--- config.mk ---
export PLATFORM = sky130hd
export DESIGN_NAME = icache_tag_ctrl_flat
export DESIGN_NICKNAME = d
export VERILOG_FILES = /design/src/rtl/icache_tag_ctrl_if.sv /design/src/rtl/icache_tag_ctrl.sv /design/src/flat_wrapper.sv
export SDC_FILE = /design/constraint.sdc
export NUM_CORES = 1
export LEC_CHECK = 0
export ABC_AREA = 1
export BUFFER_PORTS_ARGS = -buffer_cell sky130_fd_sc_hd__buf_2
export CAP_MARGIN = 10
export CORE_UTILIZATION = 35
export DETAILED_ROUTE_END_ITERATION = 10
export HOLD_SLACK_MARGIN = 0.05
export PLACE_DENSITY = 0.66
export SLEW_MARGIN = 20
export SYNTH_ARGS = -nofsm -noshare
export SYNTH_HDL_FRONTEND = slang
export SYNTH_SLANG_ARGS = --single-unit
--- constraint.sdc ---
create_clock -name clk -period 5 [get_ports clk]
set_clock_uncertainty 0.2 [all_clocks]
set_input_delay 0.75 -clock clk [delete_from_list [all_inputs] [get_ports clk]]
set_output_delay 0.75 -clock clk [all_outputs]
set_load 0.01 [all_outputs]
--- src/rtl/icache_tag_ctrl_if.sv ---
// Fetch, refill and tag-RAM signals between the icache tag controller (master) and its
// surroundings (slave). Signal suffixes are relative to the controller.
interface icache_tag_ctrl_if;
  logic        req_valid_i;
  logic [31:0] req_addr_i;
  logic        req_accept_o;
  logic        resp_valid_o;
  logic        flush_i;
  logic        refill_req_o;
  logic [31:0] refill_addr_o;
  logic        refill_ack_i;
  logic        refill_done_i;
  logic [7:0]  tag_addr_o;
  logic [19:0] tag_data_o;
  logic        tag_wr_o;
  logic [19:0] tag_data_i;
  logic        busy_o;

  modport master (
    input  req_valid_i, req_addr_i, flush_i, refill_ack_i, refill_done_i, tag_data_i,
    output req_accept_o, resp_valid_o, refill_req_o, refill_addr_o, tag_addr_o, tag_data_o,
    output tag_wr_o, busy_o
  );

  modport slave (
    output req_valid_i, req_addr_i, flush_i, refill_ack_i, refill_done_i, tag_data_i,
    input  req_accept_o, resp_valid_o, refill_req_o, refill_addr_o, tag_addr_o, tag_data_o,
    input  tag_wr_o, busy_o
  );
endinterface

--- src/rtl/icache_tag_ctrl.sv ---
// Icache tag lookup / refill / invalidate controller in front of a read-first tag RAM.
// Optional hit/miss counters are enabled with the ICACHE_TAG_STATS_EN macro.
module icache_tag_ctrl #(
  parameter int unsigned FLUSH_LAST = 255
) (
  input logic               clk,
  input logic               rst,
  icache_tag_ctrl_if.master bus
`ifdef ICACHE_TAG_STATS_EN
  ,
  output logic [31:0]       hit_count_o,
  output logic [31:0]       miss_count_o
`endif
);

  localparam logic [7:0] LastIdx = FLUSH_LAST[7:0];

  typedef enum logic [2:0] {
    StFlush, StLookup, StMissReq, StMissWait, StWriteTag, StReplay
  } state_e;

  state_e      state_q, state_d;
  logic [7:0]  cnt_q, cnt_d;
  logic        pending_q, pending_d;
  logic        outst_q, outst_d;
  logic        flush_pend_q, flush_pend_d;
  logic [31:0] addr_q, addr_d;
  logic        tag_match, cmp_hit, cmp_miss;

  assign tag_match = bus.tag_data_i[19] & (bus.tag_data_i[18:0] == addr_q[31:13]);
  assign cmp_hit   = pending_q & tag_match;
  assign cmp_miss  = pending_q & ~tag_match;

  assign bus.refill_addr_o = {addr_q[31:5], 5'b0};
  assign bus.busy_o        = (state_q != StLookup);

  always_comb begin
    state_d          = state_q;
    cnt_d            = cnt_q;
    pending_d        = 1'b0;
    outst_d          = outst_q;
    flush_pend_d     = flush_pend_q | bus.flush_i;
    addr_d           = addr_q;
    bus.req_accept_o = 1'b0;
    bus.resp_valid_o = 1'b0;
    bus.refill_req_o = 1'b0;
    bus.tag_wr_o     = 1'b0;
    bus.tag_addr_o   = addr_q[12:5];
    bus.tag_data_o   = '0;
    unique case (state_q)
      StFlush: begin
        bus.tag_wr_o   = 1'b1;
        bus.tag_addr_o = cnt_q;
        cnt_d          = cnt_q + 8'd1;
        flush_pend_d   = 1'b0;
        if (bus.flush_i) begin
          cnt_d = '0;
        end else if (cnt_q == LastIdx) begin
          state_d = outst_q ? StReplay : StLookup;
        end
      end
      StLookup: begin
        bus.tag_addr_o = bus.req_addr_i[12:5];
        if (cmp_miss) begin
          state_d = StMissReq;
          outst_d = 1'b1;
        end else begin
          bus.resp_valid_o = cmp_hit;
          if (cmp_hit) outst_d = 1'b0;
          // A delivered hit goes out before the flush; no new accept in that cycle.
          if (flush_pend_q || bus.flush_i) begin
            state_d      = StFlush;
            cnt_d        = '0;
            flush_pend_d = 1'b0;
          end else begin
            bus.req_accept_o = 1'b1;
            if (bus.req_valid_i) begin
              addr_d    = bus.req_addr_i;
              pending_d = 1'b1;
            end
          end
        end
      end
      StMissReq: begin
        bus.refill_req_o = 1'b1;
        if (bus.refill_ack_i) state_d = StMissWait;
      end
      StMissWait: begin
        if (bus.refill_done_i) state_d = StWriteTag;
      end
      StWriteTag: begin
        bus.tag_wr_o   = 1'b1;
        bus.tag_data_o = {1'b1, addr_q[31:13]};
        if (flush_pend_q || bus.flush_i) begin
          state_d      = StFlush;
          cnt_d        = '0;
          flush_pend_d = 1'b0;
        end else begin
          state_d = StReplay;
        end
      end
      StReplay: begin
        // Re-read after the write cycle, since the read-first RAM returned stale data then.
        pending_d = 1'b1;
        state_d   = StLookup;
      end
      default: state_d = StFlush;
    endcase
  end

  always_ff @(posedge clk) begin
    if (rst) begin
      state_q      <= StFlush;
      cnt_q        <= '0;
      pending_q    <= 1'b0;
      outst_q      <= 1'b0;
      flush_pend_q <= 1'b0;
      addr_q       <= '0;
    end else begin
      state_q      <= state_d;
      cnt_q        <= cnt_d;
      pending_q    <= pending_d;
      outst_q      <= outst_d;
      flush_pend_q <= flush_pend_d;
      addr_q       <= addr_d;
    end
  end

`ifdef ICACHE_TAG_STATS_EN
  logic [31:0] hit_cnt_q, miss_cnt_q;

  always_ff @(posedge clk) begin
    if (rst) begin
      hit_cnt_q  <= '0;
      miss_cnt_q <= '0;
    end else if (state_q == StLookup) begin
      if (cmp_hit)  hit_cnt_q  <= hit_cnt_q + 32'd1;
      if (cmp_miss) miss_cnt_q <= miss_cnt_q + 32'd1;
    end
  end

  assign hit_count_o  = hit_cnt_q;
  assign miss_count_o = miss_cnt_q;
`endif

endmodule

--- src/flat_wrapper.sv ---
// flat-port wrapper written by rule: the top's interface ports become plain ports
module icache_tag_ctrl_flat 
#(
  parameter int unsigned FLUSH_LAST = 255
)
  (clk, rst, bus_req_valid_i, bus_req_addr_i, bus_flush_i, bus_refill_ack_i, bus_refill_done_i, bus_tag_data_i, bus_req_accept_o, bus_resp_valid_o, bus_refill_req_o, bus_refill_addr_o, bus_tag_addr_o, bus_tag_data_o, bus_tag_wr_o, bus_busy_o);
  icache_tag_ctrl_if bus_i ();
  input logic clk;
  input logic rst;
  input wire logic [$bits(bus_i.req_valid_i)-1:0] bus_req_valid_i;
  input wire logic [$bits(bus_i.req_addr_i)-1:0] bus_req_addr_i;
  input wire logic [$bits(bus_i.flush_i)-1:0] bus_flush_i;
  input wire logic [$bits(bus_i.refill_ack_i)-1:0] bus_refill_ack_i;
  input wire logic [$bits(bus_i.refill_done_i)-1:0] bus_refill_done_i;
  input wire logic [$bits(bus_i.tag_data_i)-1:0] bus_tag_data_i;
  output wire logic [$bits(bus_i.req_accept_o)-1:0] bus_req_accept_o;
  output wire logic [$bits(bus_i.resp_valid_o)-1:0] bus_resp_valid_o;
  output wire logic [$bits(bus_i.refill_req_o)-1:0] bus_refill_req_o;
  output wire logic [$bits(bus_i.refill_addr_o)-1:0] bus_refill_addr_o;
  output wire logic [$bits(bus_i.tag_addr_o)-1:0] bus_tag_addr_o;
  output wire logic [$bits(bus_i.tag_data_o)-1:0] bus_tag_data_o;
  output wire logic [$bits(bus_i.tag_wr_o)-1:0] bus_tag_wr_o;
  output wire logic [$bits(bus_i.busy_o)-1:0] bus_busy_o;
  assign bus_i.req_valid_i = bus_req_valid_i;
  assign bus_i.req_addr_i = bus_req_addr_i;
  assign bus_i.flush_i = bus_flush_i;
  assign bus_i.refill_ack_i = bus_refill_ack_i;
  assign bus_i.refill_done_i = bus_refill_done_i;
  assign bus_i.tag_data_i = bus_tag_data_i;
  assign bus_req_accept_o = bus_i.req_accept_o;
  assign bus_resp_valid_o = bus_i.resp_valid_o;
  assign bus_refill_req_o = bus_i.refill_req_o;
  assign bus_refill_addr_o = bus_i.refill_addr_o;
  assign bus_tag_addr_o = bus_i.tag_addr_o;
  assign bus_tag_data_o = bus_i.tag_data_o;
  assign bus_tag_wr_o = bus_i.tag_wr_o;
  assign bus_busy_o = bus_i.busy_o;
  icache_tag_ctrl #(.FLUSH_LAST(FLUSH_LAST)) u_core (.clk(clk), .rst(rst), .bus(bus_i));
endmodule
==> out/results.txt, run 1 <==
The initial detailed-routing violation count was 126; the core outline area was 6907 sq um. Once the clock tree was built, the setup fixing pass inserted 0 buffers. In this run the cell area of the synthesized design comes to 2536 sq um. The number of detailed-routing iterations run before antenna repair is 5.

The tools report the endpoint class of the critical path as an output pin. Vias per cell: 4.392. For this design, the sink count on the clock tree is 41. Port buffering added 112 buffers. In the synthesized netlist, the number of instances is 427. The worst ir drop on vdd is 0.08933 mV, and the maximum single-stage delay on the critical path is 0.51 ns. The run gives 0 as the number of warnings printed during yosys synthesis. The root buffer cell chosen for the clock tree is clkbuf_8. The routed length per instance is 11.11 microns. The die is 87.13 microns wide. Setup violations remaining at the end of the flow were counted as 0. The analysis attributes to cell leakage a power of 1.834 nW.

On the critical path, the stage with the largest delay is an instance of clkinv_1. In the post-route analysis, the smallest setup slack over all paths is 2.098 ns. The logs give 0 for the post-detailed-route count of antenna-violating nets and 344.5 MHz for the highest achievable clock rate. After synthesis, the largest family of logic cells by area is simple AND/OR/NAND/NOR gates. By area the synthesized netlist is led by dfxtp_1 32%, nand2_1 20%, nor2_1 16%, inv_1 6.5%, o221ai_1 2.8%. Setup repair after global routing left no endpoint under its margin. For the number of clock buffers inserted by TritonCTS, the log shows 5. Routability-driven placement finished with a final weighted congestion of 0.8721. The adder and majority cell fraction of the synthesized area was 0.4933%. Cell internal power was estimated by the tool at 0.5429 mW.

Summed over all nets, the switching power comes to 0.2566 mW. In this run, synthesis inferred 0 flip-flops with an integrated enable. The clock transition at the register clock pins on the worst setup and hold paths after CTS works out to 0.09 ns.

Traced cell by cell, the critical path runs through nor2_2 -> inv_2 -> nor2_2 -> clkinv_1 -> nor2_1 -> buf_2. The critical path in this run is classified as reg2out. For the pin with the worst max-slew slack, the measured transition is 0.6412 ns.

The smallest clock period supported by the final layout is computed as 2.902 ns. The ratio of final minimum period to clock period was 58.05%. Entering global routing, the biggest net connects 56 pins. The vertical extent of the die was 87.13 microns; the part of the Yosys area used for sequential elements was 32.36%. The run gives 0 as the number of antenna violations at the first check in global routing.

The run gives 1.95 ns as the endpoint arrival time on the critical path. In this run the power density over the cells is 248.5 nW/um^2. Share of the synthesized area in the top cell type: 32.36%. For this design, the CTS-stage hold fixing added 0 buffers. The post-synthesis xor/xnor area fraction was 3.108%; the clock latency on the worst-skew pair was 0.30 ns. Summing the areas of all compound-gate instances in the mapped netlist gives 5.229% of the synthesized area. The repair_antennas step left the layout with diodes totalling 0. The run gives 0 as the total overflow reported by the global router. The final wirelength is 6.999 mm.

The dominant cell type by area after synthesis was dfxtp_1. The leading cell type in the layout, fill and taps excluded was nand2_1. Startpoint type of the worst setup path: a register. In the routed design, unresolved DRC markers number 0. Compared with the post-synthesis result, the final layout area differs by 26.84%. After synthesis the netlist holds a flip-flop and latch count of 41. Once the floorplan was initialized, standard cells occupied 36.72% of the core.

In this run the count of I/O pins placed on the die edge is 123. The final count of hold timing violations is 0. Data required time of the critical path: 4.05 ns. Power comes to 0.7995 mW.

The share of synthesized flip-flops with an asynchronous set or reset is 0%. Leaving out fill and tap cells, the most frequent cells in the layout are 137 x nand2_1, 112 x buf_2, 107 x nor2_1, 43 x inv_1, 41 x dfxtp_1. Of the post-synthesis cell area, the part taken by muxes is 0%. Top flip-flop cell by instance count after synthesis: dfxtp_1. Sequential cells account for 44.9% of the total power. The floorplan has 30 rows.

The routed layout has 2767 vias. The simple logic cell fraction of the synthesized area is 44.65%. The path class of the tightest hold or removal check is reg2reg. The run finished with clean final reports. The part of the total power dissipated in the clock network was 30.9%; the post-DP HPWL was 5.135 mm.

The first global-routing pass estimated 11.14 mm of wire. The share of post-route cells with drive strength above 1 is 28.46%, and the worst setup timing slack at the placement stage is 2.190 ns. TritonCTS built the clock tree. The clock passes through at most 2 buffers.

At the end of the flow, the number of nets in the layout was 592. The critical-path maximum fanout is 19, and the combinational cell fraction of total power is 24.2%. The via count of the first global-routing pass is 2454, and the summed negative setup slack over all endpoints is 0 ns. Max-cap violations in this run came to 0. For the H-tree depth, the log shows 2. For the aggregate global-route resource usage, the log shows 18.78%. The logs give 7591 sq um for the total die area and 57.19% for the normalized max-slew margin.

The logs give 0 for the total count of max-transition violations in the final report and 32 for the count of distinct cell types in the synthesized netlist. The most numerous cell on the critical path is nor2_2. Switching share of total power: 32.09%. The mean cell area of the mapped netlist was 5.940 sq um; the post-cts sizing count was 0.
[power groups by stage]
stage          clock network (mW)  registers (mW)  logic (mW)
3_5_place_dp                    0           0.367       0.192
5_1_grt                     0.267           0.362       0.220
2_1_floorplan                   0           0.369       0.129
4_1_cts                     0.255           0.359       0.194
3_3_place_gp                    0           0.366       0.190
6_report                    0.247           0.359       0.193
[state kept, by name, summed over array words and instances, names as in the netlist]
name	count
u_core.pending_q	1
u_core.addr_q	27
u_core.state_q	3
u_core.flush_pend_q	1
u_core.outst_q	1
u_core.cnt_q	8
[Yosys cell counts (all sizes together), types with 2 or more instances]
master,number
inv,61
clkbuf,5
or2,2
dfxtp,41
nor2,111
nand3,9
xnor2,5
nand4,5
xor2,4
buf,12
o221ai,8
nor3,7
clkinv,2
o21ai,3
a21oi,8
nand2,141
[path summary, 6_finish.rpt]
check / start / end / slack (ns) / cells after the start
setup reg to reg: u_core.addr_q[13]$_SDFFE_PP0P_ / u_core.addr_q[18]$_SDFFE_PP0P_ / 2.76 / 11
setup / recovery: u_core.state_q[1]$_SDFFE_PP0P_ / bus_tag_data_o[7] / 2.10 / 6
hold / removal: u_core.cnt_q[1]$_SDFFE_PP0P_ / u_core.cnt_q[1]$_SDFFE_PP0P_ / 0.29 / 2
hold reg to reg: u_core.cnt_q[1]$_SDFFE_PP0P_ / u_core.cnt_q[1]$_SDFFE_PP0P_ / 0.29 / 2
[per-stage QoR]
step	hold WS [ns]	std cells	utilization (%)	area (sq um)
2_1_floorplan	0.2558	431	-	2551
3_3_place_gp	0.2725	622	45.11	3115
3_5_place_dp	0.2726	622	45.11	3115
4_1_cts	0.2861	630	46.58	3217
5_1_grt	0.3163	630	46.58	3217
6_report	0.2858	630	46.58	3217
[final cells by class]
| type | instances | area, sq um |
|---|---|---|
| inverter | 63 | 239.0 |
| timing repair buffer | 112 | 560.5 |
| clock inverter | 1 | 5.005 |
| multi-input combinational | 310 | 1375 |
| sequential | 41 | 820.8 |
| fill | 790 | 3690 |
| clock buffer | 7 | 96.34 |
| tap | 96 | 120.1 |
[worst max-delay path, delay by kind of cell (launching register included)]
kind                   cells  cell delay, ns
buffers and inverters      3            0.72
DFF                        1            0.35
and+or+nand+nor            3            0.60
[logic make-up after synthesis]
group                    count (synthesis)
AO/OA/AOI/OAI                           20
AND/OR/NAND/NOR                        275
buffers and inverters                   80
flip-flops                              41
adder cells (fa/ha/maj)                  1
XOR/XNOR                                 9
other                                    1
[layer usage]
metal	up-vias	GRT usage, %	wire (microns)
met5	-	0	0
li1	1484	-	-
met3	6	3.697	304
met4	0	5.663	96
met2	77	32.07	3253
met1	1200	23.91	3345
Power figures use the tool's default switching activity.
==> run 2: changes to the inputs <==
==> constraint.sdc (replaced) <==
create_clock -name clk -period 3 [get_ports clk]
set_clock_uncertainty 0.2 [all_clocks]
set_input_delay 0.45 -clock clk [delete_from_list [all_inputs] [get_ports clk]]
set_output_delay 0.45 -clock clk [all_outputs]
set_load 0.01 [all_outputs]
==> run 2 against run 1 <==
Compared with the run above:
- critical path type unchanged
- combinational power up 67%
- critical path depth increased by 1
- largest power group unchanged
- sequential power increased by 67%
- highest routed layer unchanged
- power is 74% higher
- die area stayed put
==> out/results.txt, run 2 (synthesized netlist as in run 1, its figures left out) <==
The worst ir drop on vdd was 0.1669 mV (was 0.08933 mV); the final count of hold timing violations was 0 (unchanged). The number of antenna violations at the first check in global routing is 0 (unchanged). The logs give 759 (was 790) for the number of fill cells in the layout and 0 (unchanged) for the number of antenna repair diodes. The global-route wire length before repair is 10.74 mm (was 11.14 mm), and the combinational cell fraction of total power is 23.2% (was 24.2%). The tools report the number of endpoints failing setup at the final stage as 0 (unchanged). The number of top-level pins was 123 (unchanged); the number of flip-flops in the largest register was 27 (unchanged). The logs give 625 (was 622) for the number of cells after detailed placement and 0 (unchanged) for the number of setup buffers added after CTS.

The vertical extent of the die is 87.13 microns (unchanged), and the critical-path maximum fanout is 11 (was 19). The run gives 5 (unchanged) as the number of clock buffers inserted by TritonCTS. Startpoint type of the worst setup path: a register (unchanged). The final cell count without fillers was 633 (was 630). The largest net degree at the start of global routing is 32 (was 56), and the routed length per instance is 10.70 microns (was 11.11 microns). The number of vias in the routed layout was 2825 (was 2767). The tools report the reg-to-reg startpoint as u_core.addr_q[16]$_SDFFE_PP0P_ (was u_core.addr_q[13]$_SDFFE_PP0P_). The power density relative to cell area is 425.5 nW/um^2 (was 248.5 nW/um^2), and the highest achievable clock rate is 407.1 MHz. The run gives 0.8713 (was 0.8721) as the placer's final routability congestion estimate. The slack of the worst reg-to-reg path is 0.87 ns (was 2.76 ns), and the ratio of final minimum period to clock period is 81.88%.

For the internal power of the cells, the log shows 0.9702 mW (was 0.5429 mW). Worst hold path startpoint: bus_req_addr_i[15] (was u_core.cnt_q[1]$_SDFFE_PP0P_). The run finished with clean final reports. For the summed negative setup slack over all endpoints, the log shows 0 ns (unchanged).

The worst reg2reg path depth works out to 13 (was 11). Total die area: 7591 sq um (unchanged). The count of input and output buffers works out to 112 (unchanged). Setup repair after global routing left no endpoint under its margin. The via count of the first global-routing pass was 2465 (was 2454). The run gives 30 (unchanged) as the number of core rows. The run gives 85 (was 126) as the initial detailed-routing violation count. The vias per cell came out at 4.463 (was 4.392). Register with the most flip-flops: u_core.addr_q (unchanged). The endpoint class of the critical path is an output pin (unchanged). The number of cells traversed by the worst hold path is 3 (was 2).

The leading cell type in the layout, fill and taps excluded was nand2_1 (unchanged). The standby leakage power is 1.859 nW (was 1.834 nW). The buffer depth of the longest clock path is 2 (unchanged), and the final wirelength is 6.774 mm (was 6.999 mm). The aggregate global-route resource usage came out at 18.22% (was 18.78%). The tools report the standard cell area after detailed placement as 3151 sq um (was 3115 sq um). The logs give 0.29 ns (was 0.30 ns) for the clock latency on the worst-skew pair and 0 (unchanged) for the post-detailed-route count of antenna-violating nets. The logs give 6907 sq um (unchanged) for the core outline area and 33.7% (was 30.9%) for the part of the total power dissipated in the clock network. The number of maximum-capacitance violations was 0 (unchanged); the horizontal extent of the die was 87.13 microns (unchanged). The number of clock sinks seen by CTS is 41 (unchanged). Number of design rule violations left after detail routing: 0 (unchanged). The tools report the post-DP HPWL as 5.207 mm (was 5.135 mm). The layout net count was 595 (was 592). The share of post-route cells with drive strength above 1 is 28.49% (was 28.46%).

The tools report the total count of max-transition violations in the final report as 0 (unchanged). The net switching power figure is 0.4200 mW (was 0.2566 mW), and the number of detailed-routing iterations run before antenna repair is 4 (was 5). Clock transition at the register clock pins on the worst setup and hold paths after CTS: 0.08 ns (was 0.09 ns).

Clock root buffer: clkbuf_8 (unchanged). For the number of hold-repair buffers added at the cts stage, the log shows 0 (unchanged). The tools report the initial cell density of the core as 36.72% (unchanged). Commonest cells after routing, fill and taps aside: 137 x nand2_1, 112 x buf_2, 107 x nor2_1, 44 x inv_1, 41 x dfxtp_1 (was 137 x nand2_1, 112 x buf_2, 107 x nor2_1, 43 x inv_1, 41 x dfxtp_1). Post-cts sizing count: 0 (unchanged). Largest registers: u_core.addr_q x27, u_core.cnt_q x8, u_core.state_q x3 (unchanged).

The run gives 1.81 ns (was 1.95 ns) as the endpoint arrival time on the critical path. The type of the setup path with the least slack is reg2out (unchanged). Switching share of total power: 30.21% (was 32.09%). The register share of total power is 43.0% (was 44.9%). The tools report the endpoint of the most critical register-to-register path as u_core.addr_q[25]$_SDFFE_PP0P_ (was u_core.addr_q[18]$_SDFFE_PP0P_).

The tools report the data required time of the critical path as 2.35 ns (was 4.05 ns). The area growth from synthesis to final layout works out to 28.81% (was 26.84%). The total overflow reported by the global router came out at 0 (unchanged).

TritonCTS built the clock tree. The type of the tightest min-delay check is in2reg (was reg2reg). The post-layout instance area came out at 3267 sq um (was 3217 sq um).

After layout, the minimum clock period comes to 2.456 ns. H-tree depth: 2 (unchanged). End point of the most critical hold path: u_core.addr_q[15]$_SDFFE_PP0P_ (was u_core.cnt_q[1]$_SDFFE_PP0P_).
-- run 2: cell type report --
cell class,instances,area (sq um),area share [%]
multi-input cells,310,1375,42.09
inverters,63,239.0,7.315
repair buffers,115,595.6,18.23
clock inverters,1,30.03,0.9192
clock buffers,7,86.33,2.643
well taps,96,120.1,3.677
flip-flops and latches,41,820.8,25.12
-- run 2: how the worst max path moves through the flow --
| stage | start | to | slack, ns | cells after the start |
|---|---|---|---|---|
| 6_report | u_core.state_q[1]$_SDFFE_PP0P_ | bus_tag_addr_o[0] | 0.54 | 7 |
| 5_1_grt | u_core.state_q[1]$_SDFFE_PP0P_ | bus_tag_addr_o[6] | 0.44 | 7 |
| 2_1_floorplan | u_core.state_q[1]$_SDFFE_PP0P_ | bus_tag_data_o[10] | 0.91 | 6 |
| 3_5_place_dp | bus_tag_data_i[0] | u_core.addr_q[19]$_SDFFE_PP0P_ | 0.71 | 12 |
| 4_1_cts | u_core.state_q[1]$_SDFFE_PP0P_ | bus_tag_addr_o[0] | 0.53 | 7 |
| 3_3_place_gp | bus_tag_data_i[0] | u_core.addr_q[24]$_SDFFE_PP0P_ | 0.73 | 13 |
-- run 2: metal layers --
metal / routed length, microns / share of wire (%) / GRT usage [%]
met1: 3202 / 47 / 23.32
met2: 3112 / 46 / 30.71
met3: 298 / 4.4 / 2.370
met4: 161 / 2.4 / 7.899
met5: 0 / 0 / 0
-- run 2: critical path: stages (launching register included) --
cell and delay (ns):
dfxtp_1 0.35, nor2_2 0.16, inv_2 0.05, nor2_1 0.19
inv_2 0.16, nand2_1 0.27, o221ai_1 0.17, buf_2 0.16
-- run 2: power by group through the flow --
| stage | combinational [mW] | clock [mW] | sequential (mW) |
|---|---|---|---|
| 2_1_floorplan | 0.215 | 0 | 0.615 |
| 3_3_place_gp | 0.320 | 0 | 0.610 |
| 3_5_place_dp | 0.323 | 0 | 0.611 |
| 4_1_cts | 0.325 | 0.491 | 0.598 |
| 5_1_grt | 0.369 | 0.511 | 0.602 |
| 6_report | 0.323 | 0.469 | 0.598 |
-- run 2: per-stage QoR --
stage,utilization [%],total power [mW],worst slack [ns],hold WS (ns)
after floorplan,-,0.8300,0.9128,0.2558
after global placement,45.62,0.9300,0.7328,0.2739
after detailed placement,45.62,0.9341,0.7120,0.2777
after CTS,47.30,1.414,0.5347,0.1665
after global routing,47.30,1.482,0.4358,0.1728
final,47.30,1.390,0.5436,0.1753
